==> src/rtl/systolic_feeder.sv <==
// Operand feeder for the systolic array: holds A/B, skews operand streams.
// FEEDER_TRANSPOSE_B_EN: B words load columns instead of rows.
module systolic_feeder #(
    parameter  int DATA_WIDTH = 16,
    parameter  int BUS_WIDTH  = 64,
    localparam int MAX_DIM    = BUS_WIDTH / DATA_WIDTH,
    localparam int DIM_W      = $clog2(MAX_DIM),
    localparam int OPS_W      = MAX_DIM * DATA_WIDTH
) (
    input  logic                 clk_i,
    input  logic                 rst_ni,
    input  logic                 wr_en_i,
    input  logic                 wr_sel_i,
    input  logic [DIM_W-1:0]     wr_idx_i,
    input  logic [BUS_WIDTH-1:0] wr_data_i,
    input  logic                 go_i,
    input  logic [DIM_W-1:0]     dim_k_i,
    output logic                 start_o,
    output logic [OPS_W-1:0]     left_ops_o,
    output logic [OPS_W-1:0]     up_ops_o,
    output logic                 busy_o,
    output logic                 done_o
);

    localparam int CW = DIM_W + 2;

    typedef enum logic [2:0] {
        S_IDLE,
        S_CLEAR,
        S_FEED,
        S_DRAIN,
        S_DONE
    } state_e;

    state_e                       state_q;
    logic [CW-1:0]                t_q;
    logic [CW-1:0]                k_q;
    logic                         start_q;
    logic                         busy_q;
    logic                         done_q;
    logic [OPS_W-1:0]             left_q;
    logic [OPS_W-1:0]             up_q;
    logic signed [DATA_WIDTH-1:0] a_q [MAX_DIM][MAX_DIM];
    logic signed [DATA_WIDTH-1:0] b_q [MAX_DIM][MAX_DIM];

    logic [CW-1:0]    feed_last;
    logic [CW-1:0]    ts_d;
    logic [CW-1:0]    diff_d;
    logic [OPS_W-1:0] left_d;
    logic [OPS_W-1:0] up_d;

    assign feed_last = k_q + CW'(MAX_DIM - 2);

    always_ff @(posedge clk_i or negedge rst_ni) begin
        if (!rst_ni) begin
            for (int r = 0; r < MAX_DIM; r++) begin
                for (int c = 0; c < MAX_DIM; c++) begin
                    a_q[r][c] <= '0;
                    b_q[r][c] <= '0;
                end
            end
        end else if (wr_en_i && !busy_q) begin
            for (int e = 0; e < MAX_DIM; e++) begin
                if (!wr_sel_i) begin
                    a_q[wr_idx_i][e] <= wr_data_i[e*DATA_WIDTH +: DATA_WIDTH];
                end else begin
`ifdef FEEDER_TRANSPOSE_B_EN
                    b_q[e][wr_idx_i] <= wr_data_i[e*DATA_WIDTH +: DATA_WIDTH];
`else
                    b_q[wr_idx_i][e] <= wr_data_i[e*DATA_WIDTH +: DATA_WIDTH];
`endif
                end
            end
        end
    end

    // Operands for the FEED step that the next edge enters.
    always_comb begin
        ts_d   = (state_q == S_CLEAR) ? '0 : t_q + CW'(1);
        diff_d = '0;
        left_d = '0;
        up_d   = '0;
        for (int i = 0; i < MAX_DIM; i++) begin
            diff_d = ts_d - CW'(i);
            if (ts_d >= CW'(i) && diff_d < k_q) begin
                left_d[i*DATA_WIDTH +: DATA_WIDTH] = a_q[i][diff_d[DIM_W-1:0]];
                up_d[i*DATA_WIDTH +: DATA_WIDTH]   = b_q[diff_d[DIM_W-1:0]][i];
            end
        end
    end

    always_ff @(posedge clk_i or negedge rst_ni) begin
        if (!rst_ni) begin
            state_q <= S_IDLE;
            t_q     <= '0;
            k_q     <= '0;
            start_q <= 1'b0;
            busy_q  <= 1'b0;
            done_q  <= 1'b0;
            left_q  <= '0;
            up_q    <= '0;
        end else begin
            start_q <= 1'b0;
            done_q  <= 1'b0;
            left_q  <= '0;
            up_q    <= '0;
            unique case (state_q)
                S_IDLE: begin
                    if (go_i) begin
                        state_q <= S_CLEAR;
                        k_q     <= CW'(dim_k_i) + CW'(1);
                        t_q     <= '0;
                        start_q <= 1'b1;
                        busy_q  <= 1'b1;
                    end
                end
                S_CLEAR: begin
                    state_q <= S_FEED;
                    t_q     <= '0;
                    left_q  <= left_d;
                    up_q    <= up_d;
                end
                S_FEED: begin
                    if (t_q == feed_last) begin
                        state_q <= S_DRAIN;
                        t_q     <= '0;
                    end else begin
                        t_q    <= t_q + CW'(1);
                        left_q <= left_d;
                        up_q   <= up_d;
                    end
                end
                S_DRAIN: begin
                    if (t_q == CW'(MAX_DIM - 2)) begin
                        state_q <= S_DONE;
                        t_q     <= '0;
                        done_q  <= 1'b1;
                    end else begin
                        t_q <= t_q + CW'(1);
                    end
                end
                S_DONE: begin
                    state_q <= S_IDLE;
                    busy_q  <= 1'b0;
                    t_q     <= '0;
                end
                default: begin
                    state_q <= S_IDLE;
                    busy_q  <= 1'b0;
                end
            endcase
        end
    end

    assign start_o    = start_q;
    assign busy_o     = busy_q;
    assign done_o     = done_q;
    assign left_ops_o = left_q;
    assign up_ops_o   = up_q;

endmodule

==> config.mk <==
export PLATFORM = sky130hd
export DESIGN_NAME = systolic_feeder
export DESIGN_NICKNAME = d
export VERILOG_FILES = /design/src/rtl/systolic_feeder.sv
export SDC_FILE = /design/constraint.sdc
export NUM_CORES = 1
export LEC_CHECK = 0
export ABC_AREA = 1
export CORE_AREA = 2 2 240 242
export DETAILED_ROUTE_END_ITERATION = 12
export DIE_AREA = 0 0 242 244
export MAX_ROUTING_LAYER = met4
export PLACE_DENSITY = 0.69
export SLEW_MARGIN = 25
export SYNTH_ARGS = -nofsm -noshare
export SYNTH_HDL_FRONTEND = slang
export SYNTH_SLANG_ARGS = --single-unit
==> constraint.sdc <==
create_clock -name clk_i -period 2.8 [get_ports clk_i]
set_input_delay 0.56 -clock clk_i [delete_from_list [all_inputs] [get_ports clk_i]]
set_output_delay 0.56 -clock clk_i [all_outputs]
set_load 0.005 [all_outputs]
# Word level (Yosys, flattened, before mapping)
# Index checks and enable logic that the tools add are counted.
[word_totals]
output_inout_bits = 131
memories = 0
in_bits = 73
reg_bits = 654
latchBits = 0
rom_bits = 0
ram_bits = 0
wordCells = 171
[op_classes]
n_div = 0
muxes = 81
reduce_logical = 15
order_cmp = 14
mul = 0
n_eq_ne = 9
add_sub_neg = 6
n_shift = 0
n_bitwise = 6
[op_table]
columns = ["op", "n"]
rows = [
  ["$mux W256", 14],
  ["$bwmux W256", 8],
  ["$bmux W64 S2", 4],
  ["$demux W64 S2", 4],
  ["$mux W64", 5],
  ["$mux W16", 19],
  ["$pmux W64 S2", 2],
  ["$mux W48", 3],
  ["$bmux W16 S2", 4],
  ["$mux W32", 3],
  ["$lt A4 B4 Y1", 4],
  ["$mux W4", 4],
  ["$pmux W4 S4", 1],
  ["$ge A3 B3 Y1 const B", 5],
  ["$not A2 Y3", 5],
  ["$pmux W3 S4", 1],
  ["$mux W3", 3],
  ["$ge A4 B1 Y1 const B", 2],
  ["$ge A4 B2 Y1 const B", 2],
  ["$sub A4 B2 Y4 const B", 2],
  ["$eq A3 B2 Y1 const B", 2],
  ["$logic_and A1 B1 Y1", 6],
  ["$ne A2 B2 Y1 const B", 3],
  ["$reduce_and A2 Y1", 3],
  ["other kinds (18)", 22],
]

# Depth between registers and ports, before layout
[depth]
depth_word = 16
ltp_mapped = 16
depth_no_buf = 14

# Least setup slack after synthesis
# Ideal clock, no wire load.
[synth_timing]
kind = "flip-flop to flip-flop"
start = "register t_q[0]"
end = "register left_q[32] (netlist: left_ops_o[32])"
path_buffers = 3
setup_time_ns = 0.121
stages_incl_launch_ff = 14
synth_period_minus_slack_ns = 2.486
arrival_ns = 2.365
required_ns = 2.679
path_slack_ns = 0.314
path_cell_list = "dfrtp_1 -> inv_2 -> ha_1 -> inv_2 -> nand2_2 -> buf_4 -> buf_2 -> ha_1 -> inv_1 -> ha_1 -> nand2_1 -> nand3_1 -> buf_2 -> nor2_1"
[synth_via]
elab_chain_cells = 10
word_cells_on_any_way = 14
cone_classes = "add/sub (2); order compare (2); eq/ne (1); mux (7); bitwise (1); reduce/logical (1)"
[synth_lines]
columns = ["item", "line", "text"]
rows = [
  ["start: declaration", "36", "logic [CW-1:0] t_q;"],
  ["start signal: assignment", "128", "t_q <= t_q + CW'(1);"],
  ["start signal: assignment", "139", "t_q <= t_q + CW'(1);"],
  ["$add A4 B1 Y4", "79", "ts_d = (state_q == S_CLEAR) ? '0 : t_q + CW'(1);"],
  ["$mux W4", "79", ""],
  ["$sub A4 B2 Y4", "84", "diff_d = ts_d - CW'(i);"],
  ["$not A2 Y3 (not written as such)", "86", "left_d[i*DATA_WIDTH +: DATA_WIDTH] = a_q[i][diff_d[DIM_W-1:0]];"],
  ["$bmux W16 S2", "86", ""],
  ["$mux W16 (not written as such) (2 in a row)", "86", ""],
  ["$mux W16", "85", "if (ts_d >= CW'(i) && diff_d < k_q) begin"],
  ["$mux W64", "124", "if (t_q == feed_last) begin"],
  ["$pmux W64 S2 (*)", "107", "unique case (state_q)"],
  ["end signal: assignment", "120", "left_q <= left_d;"],
  ["end signal: assignment", "129", "left_q <= left_d;"],
  ["end: declaration", "41", "logic [OPS_W-1:0] left_q;"],
]
# Every way passes the cells marked *; elsewhere a longest branch is shown, timed or not. The select of a mux whose other input is x is not followed.
# A chain may end at the register's enable or synchronous reset.

# Worst setup path in the final report
[layout_timing]
start = "register state_q[1]"
end = "register left_q[29] (netlist: left_ops_o[29])"
[layout_via]
elab_chain_cells = 10
word_cells_on_any_way = 14
cone_classes = "add/sub (1); order compare (2); eq/ne (2); mux (7); bitwise (1); reduce/logical (1)"
[layout_lines]
columns = ["item", "line", "text"]
rows = [
  ["start: declaration", "35", "state_e state_q;"],
  ["start signal: assignment", "94", "state_q <= S_IDLE;"],
  ["start signal: assignment", "110", "state_q <= S_CLEAR;"],
  ["start signal: assignment", "118", "state_q <= S_FEED;"],
  ["$eq A3 B1 Y1", "79, 107", ""],
  ["$mux W4", "79", ""],
  ["$sub A4 B1 Y4", "84", ""],
  ["$not A2 Y3 (not written as such)", "86", ""],
  ["$bmux W16 S2", "86", ""],
  ["$mux W16 (not written as such) (2 in a row)", "86", ""],
  ["$mux W16", "85", ""],
  ["$mux W64", "124", ""],
  ["$pmux W64 S2 (*)", "107", ""],
]
# Marked as above.

==> results.yml <==
yosys:
  yosys.area_share.simple_pct: 20.2
  synth_xor_area_share_pct: 0.157
  synth_ff_type: "dfrtp_1"
  ys_ff_latch: 653
  synth_edf_count: 0
  syn_area_sq_um: 27900
  ys_seq_area_share_pct: 58.6
  yosys-top-cells-area: "dfrtp_1 (59%), nand2_1 (15%), o21ai_0 (8.6%)"
  synth_compound_area_share_pct: 13.0
  synth_top_area_share_pct: 58.6
  synthArstFlopShare_pct: 100
  synth_largest_area_cell: "dfrtp_1"
  synthDistinctLibCells: 31
  syn_inst: 3325
  synthMuxAreaShare_pct: 0.0404
  synth-adder-area-share_pct: 0.538
  yosys_warnings: 0
  synthTopCellsByCount: "nand2_1 (1133), dfrtp_1 (653), o21ai_0 (481)"
  yosysMostFrequentCell: "nand2_1"
  synth_top_family_by_area: "simple AND/OR/NAND/NOR gates"
  syn-mean-instance-area_sq_um: 8.39
  syn-num-nets: 3410
routing:
  drt-initial-drc-count: 2819
  drt_pass1_iterations: 6
  vias: 23700
  wl_per_cell_um: 21.3
  routed_wl_um: 91200
  antenna_left: 0
  via_per_inst: 5.53
  drc_errors: 0
floorplan:
  core_sq_um: 56200
  fp.dieW_um: 242
  fp.dieH_um: 244
  start_util_pct: 49.6
  io-pin-count: 204
  placementRows: 87
  die_area_sq_um: 59000
timing:
  slew_viol_final: 0
  max-slew-margin-rel_pct: 37.0
  timing_hold_violations_final: 0
  fmax_ghz: 0.369
  period_minus_slack_ps: 2710
  rsz0062_at_grt: "no"
  skew_ps: 25.9
  setup_violations: 0
  final.period_utilization_pct: 96.7
  finalSetupTns_ps: 0
  holdWs_ps: 444
  tightestPinTransition_ps: 946
worst_setup_path:
  ff2ff_path_depth: 10
  critPathCaptureType: "flip-flop"
  cp_max_fo: 65
  startpoint_type: "flip-flop"
  cp.arrival_ps: 3190
  worst_ep_required_time_ps: 3280
  crit_type: "reg2reg"
clocking:
  cts_tree: "done"
  cts_setup_buffers: 0
  cts_buffer_depth: 3
  clk_latency_ps: 610
  cts-root-buf: "clkbuf_16"
  cts_max_level: 3
  numClockSinks: 653
  clk_pin_slew_ps: 60
  cts_made_buffers: 70
final_layout:
  final_nets: 3559
  final_layout_size_suffix_gt1_share_pct: 6.24
  layout-area-overhead-vs-synth_pct: 19.2
global_route:
  antenna_found_initial: 1
  grt_start_max_net_pins: 116
  grt_pass1_vias: 22300
  grt_pass1_wl_um: 139000
  overflow: 0
  grt_usage_pct: 32.1
power:
  p_leak_nw: 16.1
  powerDensity_nw_per_um2: 1220
  peakVddDrop_mv: 0.956
place:
  hpwl_um: 60200
  routabilityCongestion: 0.947
  port_buffers: 203
outcome:
  status: "completed"
min_path:
  hold_class: "in2async"
run:
  cap_violations: 0
-- path summary, 6_finish.rpt --
path,slack (ps),start,end
setup reg to reg,90,state_q[1]$_DFFE_PN0P_,left_ops_o[29]$_DFF_PN0_
hold reg to reg,480,a_q[6]$_DFFE_PN0P_,a_q[6]$_DFFE_PN0P_
setup / recovery,90,state_q[1]$_DFFE_PN0P_,left_ops_o[29]$_DFF_PN0_
min in group clk_i,480,a_q[6]$_DFFE_PN0P_,a_q[6]$_DFFE_PN0P_
hold / removal,440,rst_ni,up_ops_o[60]$_DFF_PN0_
max in group asynchronous,1380,rst_ni,left_ops_o[8]$_DFF_PN0_
-- critical path: stages, from the launching register on --
cell and delay [ps]:
dfrtp_1 420, inv_2 90, nand3_2 220, nand2_4 120, inv_2 90, buf_4 660, o21ai_0 380, nand2_1 230
nand2_1 160, nand2_1 100, nor2_1 50
-- power breakdown --
part | total [mW] | switching [mW] | leakage (nW) | internal [mW]
Sequential | 15.4 | 1.99 | 8.35 | 13.4
Combinational | 15.8 | 10.5 | 6.62 | 5.36
Clock | 9.31 | 3.85 | 1.11 | 5.47
Total | 40.5 | 16.3 | 16.1 | 24.2
-- flip-flops by register name (all words and copies together) (netlist names) --
| register | count |
|---|---|
| state_q | 3 |
| left_ops_o | 64 |
| a_q | 256 |
| done_o | 1 |
| t_q | 4 |
| start_o | 1 |
| busy_o | 1 |
| b_q | 256 |
| k_q | 3 |
| up_ops_o | 64 |
-- logic make-up after synthesis --
kind of cell / Yosys count
flip-flops: 653
multiplexers: 1
AO/OA/AOI/OAI: 704
AND/OR/NAND/NOR: 1447
XOR/XNOR: 5
adder cells (fa/ha/maj): 12
buffers and inverters: 503
-- cells in the final DEF, fill, tap and decap left out, types with 2 or more instances in the layout --
cell type / Yosys / layout
nand2_1: 1133 / 1131
dfrtp_1: 653 / 653
o21ai_0: 481 / 481
inv_1: 282 / 278
nor2_1: 220 / 217
clkdlybuf4s50_1: 0 / 202
a21oi_1: 98 / 98
clkbuf_16: 0 / 74
o21ai_1: 59 / 59
nand3_1: 58 / 57
o22ai_1: 48 / 48
buf_4: 18 / 45
buf_12: 0 / 32
inv_2: 17 / 21
nand4_1: 21 / 21
clkbuf_1: 93 / 20
a22oi_1: 16 / 16
clkbuf_8: 0 / 13
ha_1: 12 / 12
nor2_4: 2 / 5
xnor2_1: 4 / 4
nor2_2: 4 / 4
clkinv_2: 0 / 4
diode_2: 0 / 3
nand3_2: 3 / 3
inv_6: 0 / 3
bufinv_16: 0 / 3
nand2_4: 1 / 2
nand2_2: 1 / 2
nor4_1: 2 / 2
clkinvlp_4: 0 / 2
-- stage by stage --
step                worst slack [ps]  power (mW)  instances  area (sq um)  utilization (%)
global route                    47.8        43.3       4280         33200             59.2
CTS                              179        40.5       4279         33200             59.2
global placement                 172        30.8       4157         30900             55.1
finish                          91.5        40.5       4282         33200             59.2
floorplan                        314        25.2       3325         27900                -
detailed placement               202        31.1       4157         30900             55.1
-- layout make-up --
| class | instances | area [sq um] |
|---|---|---|
| repair buffers | 281 | 3030 |
| diodes | 3 | 7.51 |
| clock inverters | 14 | 176 |
| flip-flops and latches | 653 | 16300 |
| fillers | 5084 | 22900 |
| inverters | 299 | 1120 |
| clock buffers | 107 | 2110 |
| well taps | 756 | 946 |
| multi-input cells | 2169 | 9520 |
-- layer usage --
metal / vias to the layer above / routed length [um] / track usage, %
li1: 10800 / - / -
met4: 0 / 4380 / 14.7
met2: 1153 / 40700 / 47.1
met5: - / 0 / -
met3: 215 / 8690 / 6.03
met1: 11500 / 37400 / 43.6
-- repair_timing --
action | CTS | global route
endpoints found under the hold margin | 32 | 0
hold buffers | 1 | 0
resized for setup | 0 | 0
Power figures use the tool's default switching activity.
